$ cat src/rtl/rom_port_arbiter.sv
// ---------------------------------------------------------------------------
// rom_port_arbiter
//
// Lets two requesters share the one synchronous-read program ROM port.
//   A = processor instruction fetch
//   B = secondary reader (debug / DMA table fetch)
//
// One read is granted per cycle. The granted address is registered onto the
// ROM address bus. A 2-deep tag pipe follows each read until its data comes
// back, and the data is then returned to the owner with a one-cycle VALID
// pulse. Read latency is fixed at 2 cycles and a new read can start every
// cycle.
//
// Timeline of one read:
//   cycle t   : REQ_x && GNT_x, rom_addr <= ADDR_x at the end of t
//   cycle t+1 : the ROM samples rom_addr at the end of t+1
//   cycle t+2 : VALID_x = 1, RDATA_x = ROM_DATA
//
// Parameters
//   ADDR_W    ROM address width
//   DATA_W    ROM data width
//   FIXED_PRI 0 = round-robin between A and B; 1 = A has fixed priority
//   MAX_WAIT  Used only when FIXED_PRI=1. Number of blocked B cycles before
//             B is forced through (1..15).
//
// Ports
//   clk_i       system clock; all state changes on the rising edge
//   resetn_i    asynchronous reset, active low
//   req_a_i     A read request. A holds it, with addr_a_i stable, until gnt_a_o.
//   addr_a_i    A read address
//   gnt_a_o     A request accepted this cycle (combinational)
//   valid_a_o   rdata_a_o carries A's read data this cycle
//   rdata_a_o   ROM data while valid_a_o is high, otherwise 0
//   req_b_i, addr_b_i, gnt_b_o, valid_b_o, rdata_b_o
//               the same set of signals for requester B
//   rom_addr_o  registered address to the ROM
//   rom_data_i  data from the ROM, valid 1 cycle after it samples rom_addr_o
// ---------------------------------------------------------------------------
module rom_port_arbiter #(
    parameter int ADDR_W    = 8,
    parameter int DATA_W    = 8,
    parameter int FIXED_PRI = 0,
    parameter int MAX_WAIT  = 4
) (
    input  logic              clk_i,
    input  logic              resetn_i,

    input  logic              req_a_i,
    input  logic [ADDR_W-1:0] addr_a_i,
    output logic              gnt_a_o,
    output logic              valid_a_o,
    output logic [DATA_W-1:0] rdata_a_o,

    input  logic              req_b_i,
    input  logic [ADDR_W-1:0] addr_b_i,
    output logic              gnt_b_o,
    output logic              valid_b_o,
    output logic [DATA_W-1:0] rdata_b_o,

    output logic [ADDR_W-1:0] rom_addr_o,
    input  logic [DATA_W-1:0] rom_data_i
);

    // Round-robin pointer states
    //   state | meaning
    //   PTR_A | A wins the next A/B contention
    //   PTR_B | B wins the next A/B contention
    // The pointer moves only when a grant is issued. It then points at the
    // side that was not served.
    typedef enum logic {
        PTR_A = 1'b0,
        PTR_B = 1'b1
    } ptr_e;

    localparam logic ID_A = 1'b0;
    localparam logic ID_B = 1'b1;

    localparam int                WAIT_W   = 4;
    localparam logic [WAIT_W-1:0] WAIT_MAX = WAIT_W'(MAX_WAIT);
    localparam logic [WAIT_W-1:0] WAIT_ONE = WAIT_W'(1);
    localparam bit                FIXED    = (FIXED_PRI != 0);

    ptr_e              ptr_q, ptr_d;
    logic [WAIT_W-1:0] wait_q, wait_d;
    logic [ADDR_W-1:0] rom_addr_q, rom_addr_d;

    // Tag pipe: stage0 is loaded when a grant is issued. stage1 lines up
    // with the ROM data coming back.
    logic s0_vld_q, s0_vld_d;
    logic s0_id_q,  s0_id_d;
    logic s1_vld_q;
    logic s1_id_q;

    logic gnt_a;
    logic gnt_b;
    logic force_b;

    // Grant decision. While reset is held, no grant is issued, even though
    // the state registers already show their idle values.
    always_comb begin
        gnt_a   = 1'b0;
        gnt_b   = 1'b0;
        force_b = FIXED && req_b_i && (wait_q == WAIT_MAX);

        if (resetn_i) begin
            if (FIXED) begin
                if (force_b) begin
                    gnt_b = 1'b1;
                end else if (req_a_i) begin
                    gnt_a = 1'b1;
                end else if (req_b_i) begin
                    gnt_b = 1'b1;
                end
            end else begin
                if (req_a_i && req_b_i) begin
                    if (ptr_q == PTR_A) begin
                        gnt_a = 1'b1;
                    end else begin
                        gnt_b = 1'b1;
                    end
                end else begin
                    gnt_a = req_a_i;
                    gnt_b = req_b_i;
                end
            end
        end
    end

    // Next-state logic for the pointer, the starvation counter, the ROM
    // address and tag stage0.
    always_comb begin
        ptr_d      = ptr_q;
        wait_d     = wait_q;
        rom_addr_d = rom_addr_q;
        s0_vld_d   = 1'b0;
        s0_id_d    = s0_id_q;

        if (gnt_a) begin
            ptr_d      = PTR_B;
            rom_addr_d = addr_a_i;
            s0_vld_d   = 1'b1;
            s0_id_d    = ID_A;
        end else if (gnt_b) begin
            ptr_d      = PTR_A;
            rom_addr_d = addr_b_i;
            s0_vld_d   = 1'b1;
            s0_id_d    = ID_B;
        end

        // The counter only has a job in fixed-priority mode. There it counts
        // how many cycles B has been held off, and it stops at MAX_WAIT.
        if (FIXED) begin
            if (!req_b_i || gnt_b) begin
                wait_d = '0;
            end else if (wait_q != WAIT_MAX) begin
                wait_d = wait_q + WAIT_ONE;
            end
        end else begin
            wait_d = '0;
        end
    end

    // A reset in the middle of operation clears the tag pipe, so any read
    // still in flight never produces a VALID. The requesters must reissue it.
    always_ff @(posedge clk_i or negedge resetn_i) begin
        if (!resetn_i) begin
            ptr_q      <= PTR_A;
            wait_q     <= '0;
            rom_addr_q <= '0;
            s0_vld_q   <= 1'b0;
            s0_id_q    <= ID_A;
            s1_vld_q   <= 1'b0;
            s1_id_q    <= ID_A;
        end else begin
            ptr_q      <= ptr_d;
            wait_q     <= wait_d;
            rom_addr_q <= rom_addr_d;
            s0_vld_q   <= s0_vld_d;
            s0_id_q    <= s0_id_d;
            s1_vld_q   <= s0_vld_q;
            s1_id_q    <= s0_id_q;
        end
    end

    assign gnt_a_o    = gnt_a;
    assign gnt_b_o    = gnt_b;
    assign rom_addr_o = rom_addr_q;

    // stage1 holds exactly one owner id, so VALID_A and VALID_B can never
    // be high in the same cycle.
    assign valid_a_o  = s1_vld_q && (s1_id_q == ID_A);
    assign valid_b_o  = s1_vld_q && (s1_id_q == ID_B);
    assign rdata_a_o  = valid_a_o ? rom_data_i : '0;
    assign rdata_b_o  = valid_b_o ? rom_data_i : '0;

endmodule

$ cat config.mk
export PLATFORM = sky130hd
export DESIGN_NAME = rom_port_arbiter
export DESIGN_NICKNAME = d
export VERILOG_FILES = /design/src/rtl/rom_port_arbiter.sv
export SDC_FILE = /design/constraint.sdc
export NUM_CORES = 1
export LEC_CHECK = 0
export CORE_MARGIN = 3
export CORE_UTILIZATION = 32
export CTS_CLUSTER_SIZE = 8
export DETAILED_ROUTE_END_ITERATION = 10
export PLACE_DENSITY = 0.8
export SETUP_SLACK_MARGIN = 0.02
export SKIP_CTS_REPAIR_TIMING = 1
export SLEW_MARGIN = 0
export SYNTH_ARGS = -nofsm -noshare
export SYNTH_HDL_FRONTEND = slang
export SYNTH_SLANG_ARGS = --single-unit
$ cat constraint.sdc
create_clock -name clk_i -period 1.5 [get_ports clk_i]
set_input_delay 0.3 -clock clk_i [delete_from_list [all_inputs] [get_ports clk_i]]
set_output_delay 0.3 -clock clk_i [all_outputs]
set_load 0.01 [all_outputs]
### Yosys cells after proc, flatten, opt, wreduce, memory -nomap -nowiden

Cells that the tools add are included.
Widths: inputs -> output; s select.

* multiplexer cells: 16
* bitwise gates (word level): 1
* reduce and logical (&&, ||, !) cells: 4

Operators by type and width (number)
* $mux 8: 4
* $mux 1: 12
* $logic_and 1x1->1: 3
* $reduce_bool 2->1: 1
* $not 1->1: 1

* bits in registers: 13
* logic and storage cells: 27

### Depth between registers and ports, before layout

Gate-level depths: netlist of run 1.

* depth after elaboration: 5
* gate-level depth with buffers: 5
* mapped depth without buffers: 3

### Worst setup path after synthesis of run 1

OpenSTA, ideal clock, no wires.

* path type: register to output
* from: register s1_vld_q
* to: output port rdata_a_o[0]
* data arrival time: 979 ps
* setup slack: 221 ps
* stages on the path, launching flop included: 4
* buffers on the path: 1
* path through: dfrtp_1 -> nor2b_1 -> clkbuf_1 -> and2_1

* cells in the longest elaborated chain, start to end: 2

Ends and longest elaborated chain
* start: declaration: RTL line 91 `logic s1_vld_q;`
* start signal: assignment: RTL line 180 `s1_vld_q <= s0_vld_q;`
* $logic_and 1x1->1: RTL line 191 `assign valid_a_o = s1_vld_q && (s1_id_q == ID_A);`
* named net valid_a_o: RTL line 51 `output logic valid_a_o,`
* $mux 8: RTL line 193 `assign rdata_a_o = valid_a_o ? rom_data_i : '0;`
* end: declaration: RTL line 52 `output logic [DATA_W-1:0] rdata_a_o,`

The timed path passes the listed nets, and every way through them passes these cells.

### Worst setup path in the final report of run 1

* from: register s1_id_q
* to: output port rdata_a_o[1]

* cells in the longest elaborated chain, start to end: 3

Ends and longest elaborated chain
* start: declaration: RTL line 92 `logic s1_id_q;`
* start signal: assignment: RTL line 181 `s1_id_q <= s0_id_q;`
* $not 1->1: RTL line 191
* $logic_and 1x1->1: RTL line 191
* $mux 8: RTL line 193

No other way between the ends.

==> impl_metrics.json, run 1 <==
{
  "status": "complete, but fails checks",
  "violations": "negative setup slack",
  "grt_max_degree": 19,
  "rrSetupSlack_ns": 0.18,
  "cts-buffers-inserted": 3,
  "grt_pass1_wl_um": 3105,
  "ys_async_sr_fraction_pct": 100.0,
  "setup_ws_ns": -0.09549,
  "fin_hold_ws_ns": 0.008569,
  "synth-edff-count": 0,
  "power_frac_comb_pct": 37.5,
  "rows": 16,
  "p_clk_share_pct": 21.2,
  "die_y_um": 53.21,
  "fp.dieW_um": 53.21,
  "rsz0062_at_grt": "true",
  "clk_path_buf_depth": 2,
  "dp_hpwl_um": 1554,
  "io_pins": 56,
  "p_leak_nw": 0.8371,
  "hp-class": "primary input to asynchronous set/reset pin",
  "cts-root-buf": "clkbuf_4",
  "rr_worst_depth": 4,
  "fin_nets": 169,
  "yosysTopAreaCell": "dfrtp_1",
  "r2r_start": "ptr_q$_DFFE_PN0P_",
  "path_clk_slew_ns": 0.08,
  "period_needed_ns": 1.595,
  "vias_per_cell": 4.850,
  "route.detailed.drc": 0,
  "drt-pass1-iter-count": 4,
  "vdd_drop_max_v": 0.0005526,
  "tns_ns": -0.4296,
  "dp_cells": 162,
  "synthAdderAreaFrac_pct": 0,
  "endpoint": "rdata_a_o[1]",
  "crit_type": "register to output port",
  "worstPathArrival_ns": 1.30,
  "start_util_pct": 34.93,
  "clock_latency_ns": 0.28,
  "syn_area_sq_um": 713.2,
  "core_sq_um": 2042,
  "layout-drive-gt1-share_pct": 18.57,
  "grt_use_total_pct": 15.65,
  "maxSlewHeadroom_pct": 89.63,
  "worstPathRequired_ns": 1.20,
  "muxShareOfSynthArea_pct": 0,
  "antenna_found_initial": 0,
  "place_congestion": 0.6487,
  "intPower_mw": 0.7250,
  "synth_ff_type": "dfrtp_1",
  "final_common_cell": "clkdlybuf4s50_1",
  "hold_viol": 0,
  "fin_cells": 167,
  "power.share.switching_pct": 28.94,
  "synth_top_family_by_area": "simple AND/OR/NAND/NOR gates",
  "p_seq_share_pct": 41.3,
  "fmax_ghz": 0.6268,
  "ff_latch_area_sq_um": 325.3,
  "ys_top_cells_by_area": "dfrtp_1 46%, or3b_1 9.8%, and2_1 7.9%",
  "wl_per_cell_um": 12.99,
  "slew_violations": 0,
  "synth_area_per_cell_sq_um": 9.143,
  "via_count": 810,
  "first_iter_violations": 13,
  "startpoint": "s1_id_q$_DFF_PN0_",
  "grt_pass1_vias": 709,
  "synth-simple-area-share_pct": 32.63,
  "port_buffers": 55,
  "synth_top_area_share_pct": 45.61,
  "layout_common_cells": "24 x clkdlybuf4s50_1, 20 x dlymetal6s2s_1, 13 x dfrtp_1",
  "yosysWarnings": 0,
  "yosysSeqAreaShare_pct": 45.61,
  "power.switching_mw": 0.2952,
  "cp-start-kind": "register",
  "antenna_left": 0,
  "fillers": 159,
  "insertedDiodeCount": 0,
  "gr-total-overflow": 0,
  "dieArea_sq_um": 2831,
  "crit_fanout": 5,
  "syn_inst": 78,
  "fin_util_pct": 67.95,
  "rr_endpoint": "rom_addr_o[7]$_DFFE_PN0P_",
  "period_share_pct": 106.4,
  "area_growth_pct": 94.56,
  "h-tree-depth": 1,
  "yosysUniqueCellTypes": 18,
  "power_density_nw_per_um2": 735.3,
  "cts_tree": "built",
  "end_kind": "output port",
  "syn_nets": 106,
  "maxCapViolCount": 0,
  "multi_input_area_sq_um": 361.6,
  "wirelength_um": 2169,
  "cts.sink_count": 13,
  "tightest_slew_ns": 0.1540,
  "clock_skew_ns": 0.01186,
  "power_mw": 1.020,
  "synth_xor_area_share_pct": 0,
  "finalSetupViolCount": 5,
  "synth_compound_area_share_pct": 16.49,
  "ys_ff_latch": 13
}
layer usage:
layer	GRT usage, %	vias up	part of all wire [%]
li1	-	401	-
met1	14.89	351	37
met2	26.73	54	46
met3	8.732	4	15
met4	7.660	0	1.9
met5	0	-	0
flip-flops by register name, indices dropped and copies added (netlist names):
signal	count
s1_id_q	1
ptr_q	1
rom_addr_o	8
s1_vld_q	1
s0_id_q	1
s0_vld_q	1
synthesized netlist by cell type (2+ instances only):
cell / n
a31oi_1: 8
buf_2: 3
and2_1: 9
and3_1: 8
nor2_1: 9
o21ai_0: 8
or3b_1: 8
clkbuf_1: 2
nand2_1: 2
dfrtp_1: 13
final cells by class:
type                            count  area share, %
Multi-Input combinational cell     58          26.06
Inverter                            1         0.2705
Tap cell                           27          2.435
Clock buffer                        4          1.894
Timing Repair Buffer               64          45.90
Sequential cell                    13          23.44
per-stage QoR:
stage	area [sq um]	setup slack [ns]
2_1_floorplan	713.2	0.2208
3_3_place_gp	1336	-0.3830
3_5_place_dp	1336	-0.3969
4_1_cts	1363	-0.3941
5_1_grt	1388	-0.1687
6_report	1388	-0.09549
logic make-up (layout without fill, tap and decap cells):
family	Yosys count	after routing
buf+inv	7	69
simple gates	38	38
compound gates	20	20
flops	13	13
critical path: stages (launching register included):
cell	delay, ns
dfrtp_1	0.39
buf_6	0.13
nor2b_4	0.14
buf_6	0.13
and2_1	0.12
buf_2	0.12
how the worst min path moves through the flow:
stage	startpoint	endpoint	slack (ns)	cells after the start
4_1_cts	s0_vld_q$_DFF_PN0_	s1_vld_q$_DFF_PN0_	0.36	0
3_5_place_dp	s0_vld_q$_DFF_PN0_	s1_vld_q$_DFF_PN0_	0.34	0
2_1_floorplan	resetn_i	ptr_q$_DFFE_PN0P_	0.004	0
6_report	resetn_i	rom_addr_o[1]$_DFFE_PN0P_	0.009	2
5_1_grt	resetn_i	rom_addr_o[1]$_DFFE_PN0P_	0.03	2
3_3_place_gp	s0_vld_q$_DFF_PN0_	s1_vld_q$_DFF_PN0_	0.34	0
power by group through the flow:
stage	logic [mW]	clock network (mW)	registers, mW
floorplan	0.126	0	0.445
global placement	0.385	0	0.426
detailed placement	0.393	0	0.428
CTS	0.394	0.223	0.422
global route	0.421	0.235	0.428
finish	0.383	0.216	0.422
(Power assumes the default switching activity.)
==> inputs of run 2 (changes only) <==
==> constraint.sdc (replaced) <==
create_clock -name clk_i -period 1.5 [get_ports clk_i]
set_input_delay 0.225 -clock clk_i [delete_from_list [all_inputs] [get_ports clk_i]]
set_output_delay 0.225 -clock clk_i [all_outputs]
set_load 0.01 [all_outputs]
==> run 2 against run 1 <==
Against the previous run:
- the flow now finishes without violations
- critical path depth fell by 1
- setup slack improved by 0.18 ns
- largest power group unchanged
- final area fell by 2.5%
- sequential share of layout area rose by 0.61 points
- clock power fell by 2%
- first-iteration DRC count fell by 15%
- flip-flop and latch count did not move
- highest routed layer is now met3
- core utilization fell by 1.7 points
- routed wire length fell by 7.9%
- via count fell by 0.49%
==> impl_metrics.json, run 2 (synthesis results as in run 1) <==
{
  "hp-class": "primary input to asynchronous set/reset pin",
  "power_mw": 1.006,
  "power_density_nw_per_um2": 743.5,
  "grt_max_degree": 19,
  "io_pins": 56,
  "status": "completed",
  "worstPathArrival_ns": 1.19,
  "path_clk_slew_ns": 0.08,
  "h-tree-depth": 1,
  "rsz0062_at_grt": "true",
  "antenna_left": 0,
  "cts-buffers-inserted": 3,
  "fp.dieW_um": 53.21,
  "worstPathRequired_ns": 1.27,
  "power.share.switching_pct": 28.07,
  "area_growth_pct": 89.65,
  "hold_viol": 0,
  "first_iter_violations": 11,
  "grt_use_total_pct": 14.41,
  "timing.critical_path.buf_inv": 2,
  "core_sq_um": 2042,
  "cts-root-buf": "clkbuf_4",
  "max_stage_delay_ns": 0.37,
  "cp_slowest_cell": "dfrtp_1",
  "crit_family": "flip-flops",
  "cts.sink_count": 13,
  "antenna_found_initial": 0,
  "slew_violations": 0,
  "period_share_pct": 94.04,
  "fin_nets": 168,
  "crit_type": "register to output port",
  "final_common_cell": "clkdlybuf4s50_1",
  "cp-start-kind": "register",
  "crit_fanout": 9,
  "fillers": 168,
  "power_frac_comb_pct": 37.1,
  "fmax_ghz": 0.7089,
  "cp_cell_sequence": "nor2b_1 -> buf_4 -> and2_1 -> clkbuf_2",
  "period_needed_ns": 1.411,
  "maxCapViolCount": 0,
  "layout-drive-gt1-share_pct": 14.39,
  "vias_per_cell": 4.855,
  "cts_tree": "built",
  "clock_latency_ns": 0.27,
  "p_seq_share_pct": 41.9,
  "dp_hpwl_um": 1602,
  "layout_common_cells": "35 x clkdlybuf4s50_1, 13 x dfrtp_1, 12 x dlymetal6s2s_1",
  "power.switching_mw": 0.2823,
  "intPower_mw": 0.7233,
  "p_leak_nw": 0.7767,
  "tightest_slew_ns": 0.1825,
  "die_y_um": 53.21,
  "clock_skew_ns": 0.006617,
  "fin_cells": 166,
  "rrSetupSlack_ns": 0.15,
  "drt-pass1-iter-count": 4,
  "gr-total-overflow": 0,
  "dieArea_sq_um": 2831,
  "end_kind": "output port",
  "dp_cells": 162,
  "wl_per_cell_um": 12.04,
  "place_congestion": 0.6445,
  "wirelength_um": 1998,
  "rows": 16,
  "maxSlewHeadroom_pct": 87.71,
  "finalSetupViolCount": 0,
  "insertedDiodeCount": 0,
  "largest_reg_flops": 8,
  "grt_pass1_wl_um": 3049,
  "start_util_pct": 34.93,
  "post-place-ws_ns": -0.2555,
  "route.detailed.drc": 0,
  "fin_hold_ws_ns": 0.3253,
  "grt_pass1_vias": 714,
  "via_count": 806,
  "setup_ws_ns": 0.08935,
  "port_buffers": 55,
  "vdd_drop_max_v": 0.0006593,
  "clk_path_buf_depth": 2,
  "p_clk_share_pct": 21.0
}
==> run 2: cell types whose count changed in the layout (fill, tap and decap cells not counted), moves of 2 or more <==
cell             before  now
clkdlybuf4s50_1      24   35
buf_2                 8    0
dlymetal6s2s_1       20   12
clkbuf_2              3    8
buf_6                 3    0
buf_4                 5    7
==> run 2: layout make-up <==
class	count	area [sq um]	area share (%)
multi-input combinational	58	350.3	25.90
tap	27	33.78	2.498
clock buffer	4	26.28	1.943
timing repair buffer	63	613.1	45.33
inverter	1	3.754	0.2775
sequential	13	325.3	24.05
==> run 2: per-layer routing <==
layer	track usage [%]	vias up	routed length [um]
met3	6.761	0	316
met5	0	-	0
met1	14.54	357	751
li1	-	399	-
met4	2.553	0	0
met2	26.73	50	930
==> run 2: power by group through the flow <==
stage                     registers, mW  clock network (mW)  logic, mW
after floorplan                   0.445                   0      0.126
after global placement            0.426                   0      0.385
final                             0.421               0.212      0.373
after global routing              0.428               0.239      0.407
after detailed placement          0.428                   0      0.394
after CTS                         0.422               0.220      0.394
==> run 2: path summary, 6_finish.rpt <==
kind                                     from                   endpoint  depth (start not counted)
min reg2reg                s0_vld_q$_DFF_PN0_         s1_vld_q$_DFF_PN0_                          0
max in group asynchronous            resetn_i         s1_vld_q$_DFF_PN0_                          2
min in group clk_i         s0_vld_q$_DFF_PN0_         s1_vld_q$_DFF_PN0_                          0
min                                  resetn_i  rom_addr_o[5]$_DFFE_PN0P_                          2
max reg2reg                 ptr_q$_DFFE_PN0P_  rom_addr_o[2]$_DFFE_PN0P_                          4
max                        s1_vld_q$_DFF_PN0_               rdata_a_o[1]                          4
==> run 2: stage by stage <==
stage                     TNS [ns]  cell area [sq um]  util (%)
after global routing             0               1353     66.24
after CTS                   -4.366               1363     66.73
after floorplan                  0              713.2         -
after detailed placement    -3.162               1336     65.44
final                            0               1353     66.24
after global placement      -2.508               1336     65.44
==> inputs of run 3 (changes only) <==
Clock period 1.5 ns to 1.6 ns, I/O delays scaled along.
==> run 3 against run 2 <==
Against the previous run:
- clock power fell by 7%
- via count fell by 0.87%
- setup slack better by 0.040 ns
- global-route usage increased by 0.51 points
- non-clock buffer count unchanged
- critical path type unchanged
- largest cell class unchanged
==> impl_metrics.json, run 3 (synthesis results as in run 1) <==
{
  "layout-drive-gt1-share_pct": 8.633,
  "io_pins": 56,
  "cp-start-kind": "register",
  "end_kind": "output port",
  "grt_use_total_pct": 14.92,
  "first_iter_violations": 5,
  "maxCapViolCount": 0,
  "final_common_cell": "clkdlybuf4s50_1",
  "grt_max_degree": 19,
  "final_area_sq_um": 1413,
  "period_needed_ns": 1.471,
  "worstPathArrival_ns": 1.23,
  "clock_skew_ns": 0.008159,
  "crit_family": "flip-flops",
  "wl_per_cell_um": 12.15,
  "cp_slowest_cell": "dfrtp_1",
  "rows": 16,
  "dieArea_sq_um": 2831,
  "cp_cell_sequence": "nor2b_1 -> buf_4 -> and2_1 -> dlymetal6s2s_1",
  "ff_latch_area_sq_um": 325.3,
  "fin_hold_ws_ns": 0.3332,
  "cts.sink_count": 13,
  "route.detailed.drc": 0,
  "start_util_pct": 34.93,
  "fin_util_pct": 69.18,
  "clk_path_buf_depth": 2,
  "dp_hpwl_um": 1576,
  "rrSetupSlack_ns": 0.27,
  "cts-root-buf": "clkbuf_4",
  "fp.dieW_um": 53.21,
  "crit_fanout": 9,
  "largest_reg_flops": 8,
  "status": "completed",
  "insertedDiodeCount": 0,
  "antenna_found_initial": 0,
  "grt_pass1_wl_um": 3111,
  "gr-total-overflow": 0,
  "multi_input_area_sq_um": 350.3,
  "drt-pass1-iter-count": 4,
  "hp-class": "primary input to asynchronous set/reset pin",
  "vdd_drop_max_v": 0.0004149,
  "clock_latency_ns": 0.27,
  "wirelength_um": 2017,
  "place_area_sq_um": 1336,
  "core_sq_um": 2042,
  "power_mw": 0.9481,
  "path_clk_slew_ns": 0.08,
  "layout_common_cells": "35 x clkdlybuf4s50_1, 20 x dlymetal6s2s_1, 13 x dfrtp_1",
  "maxSlewHeadroom_pct": 87.88,
  "timing.critical_path.buf_inv": 2,
  "fmax_ghz": 0.6799,
  "p_leak_nw": 0.9014,
  "via_count": 799,
  "slew_violations": 0,
  "port_buffers": 55,
  "rsz0062_at_grt": "false",
  "hold_viol": 0,
  "fillers": 155,
  "antenna_left": 0,
  "area_growth_pct": 98.07,
  "max_stage_delay_ns": 0.37,
  "power_density_nw_per_um2": 671.2,
  "place_congestion": 0.6489,
  "die_y_um": 53.21,
  "tightest_slew_ns": 0.1817,
  "fin_nets": 168,
  "period_share_pct": 91.93,
  "finalSetupViolCount": 0,
  "vias_per_cell": 4.813,
  "cts-buffers-inserted": 3,
  "worstPathRequired_ns": 1.36,
  "cts_tree": "built",
  "crit_type": "register to output port",
  "h-tree-depth": 1,
  "grt_pass1_vias": 742
}
-- run 3: layout make-up --
cell class / instances / area share, %
sequential: 13 / 23.03
multi-input combinational: 58 / 24.80
inverter: 1 / 0.2657
clock buffer: 4 / 1.860
tap: 27 / 2.392
timing repair buffer: 63 / 47.65
-- run 3: routing by layer --
metal | global-route usage [%] | vias up | routed length [um]
met5 | 0 | - | 0
met2 | 25.71 | 48 | 887
met1 | 15.33 | 347 | 793
met4 | 6.383 | 0 | 6
met3 | 6.761 | 2 | 330
li1 | - | 402 | -
-- run 3: final timing paths --
kind	from	to	cells after the start
worst min-delay path	resetn_i	rom_addr_o[7]$_DFFE_PN0P_	2
max in group asynchronous	resetn_i	rom_addr_o[2]$_DFFE_PN0P_	2
worst max-delay path	s1_vld_q$_DFF_PN0_	rdata_a_o[4]	4
worst min register to register	s0_vld_q$_DFF_PN0_	s1_vld_q$_DFF_PN0_	0
min in group clk_i	s0_vld_q$_DFF_PN0_	s1_vld_q$_DFF_PN0_	0
worst max register to register	ptr_q$_DFFE_PN0P_	rom_addr_o[1]$_DFFE_PN0P_	4
-- run 3: metrics by stage --
step | worst slack (ns) | std cells | setup TNS [ns]
final | 0.1291 | 166 | 0
after global routing | 0.03553 | 166 | 0
after CTS | -0.2179 | 166 | -2.881
after detailed placement | -0.1742 | 162 | -1.165
after global placement | -0.1628 | 162 | -0.6812
after floorplan | 0.3808 | 78 | 0
-- run 3: where the power goes --
group / switching [mW] / internal, mW
combinational: 0.138 / 0.219
sequential: 0.0229 / 0.372
clock: 0.100 / 0.0965
total: 0.261 / 0.687
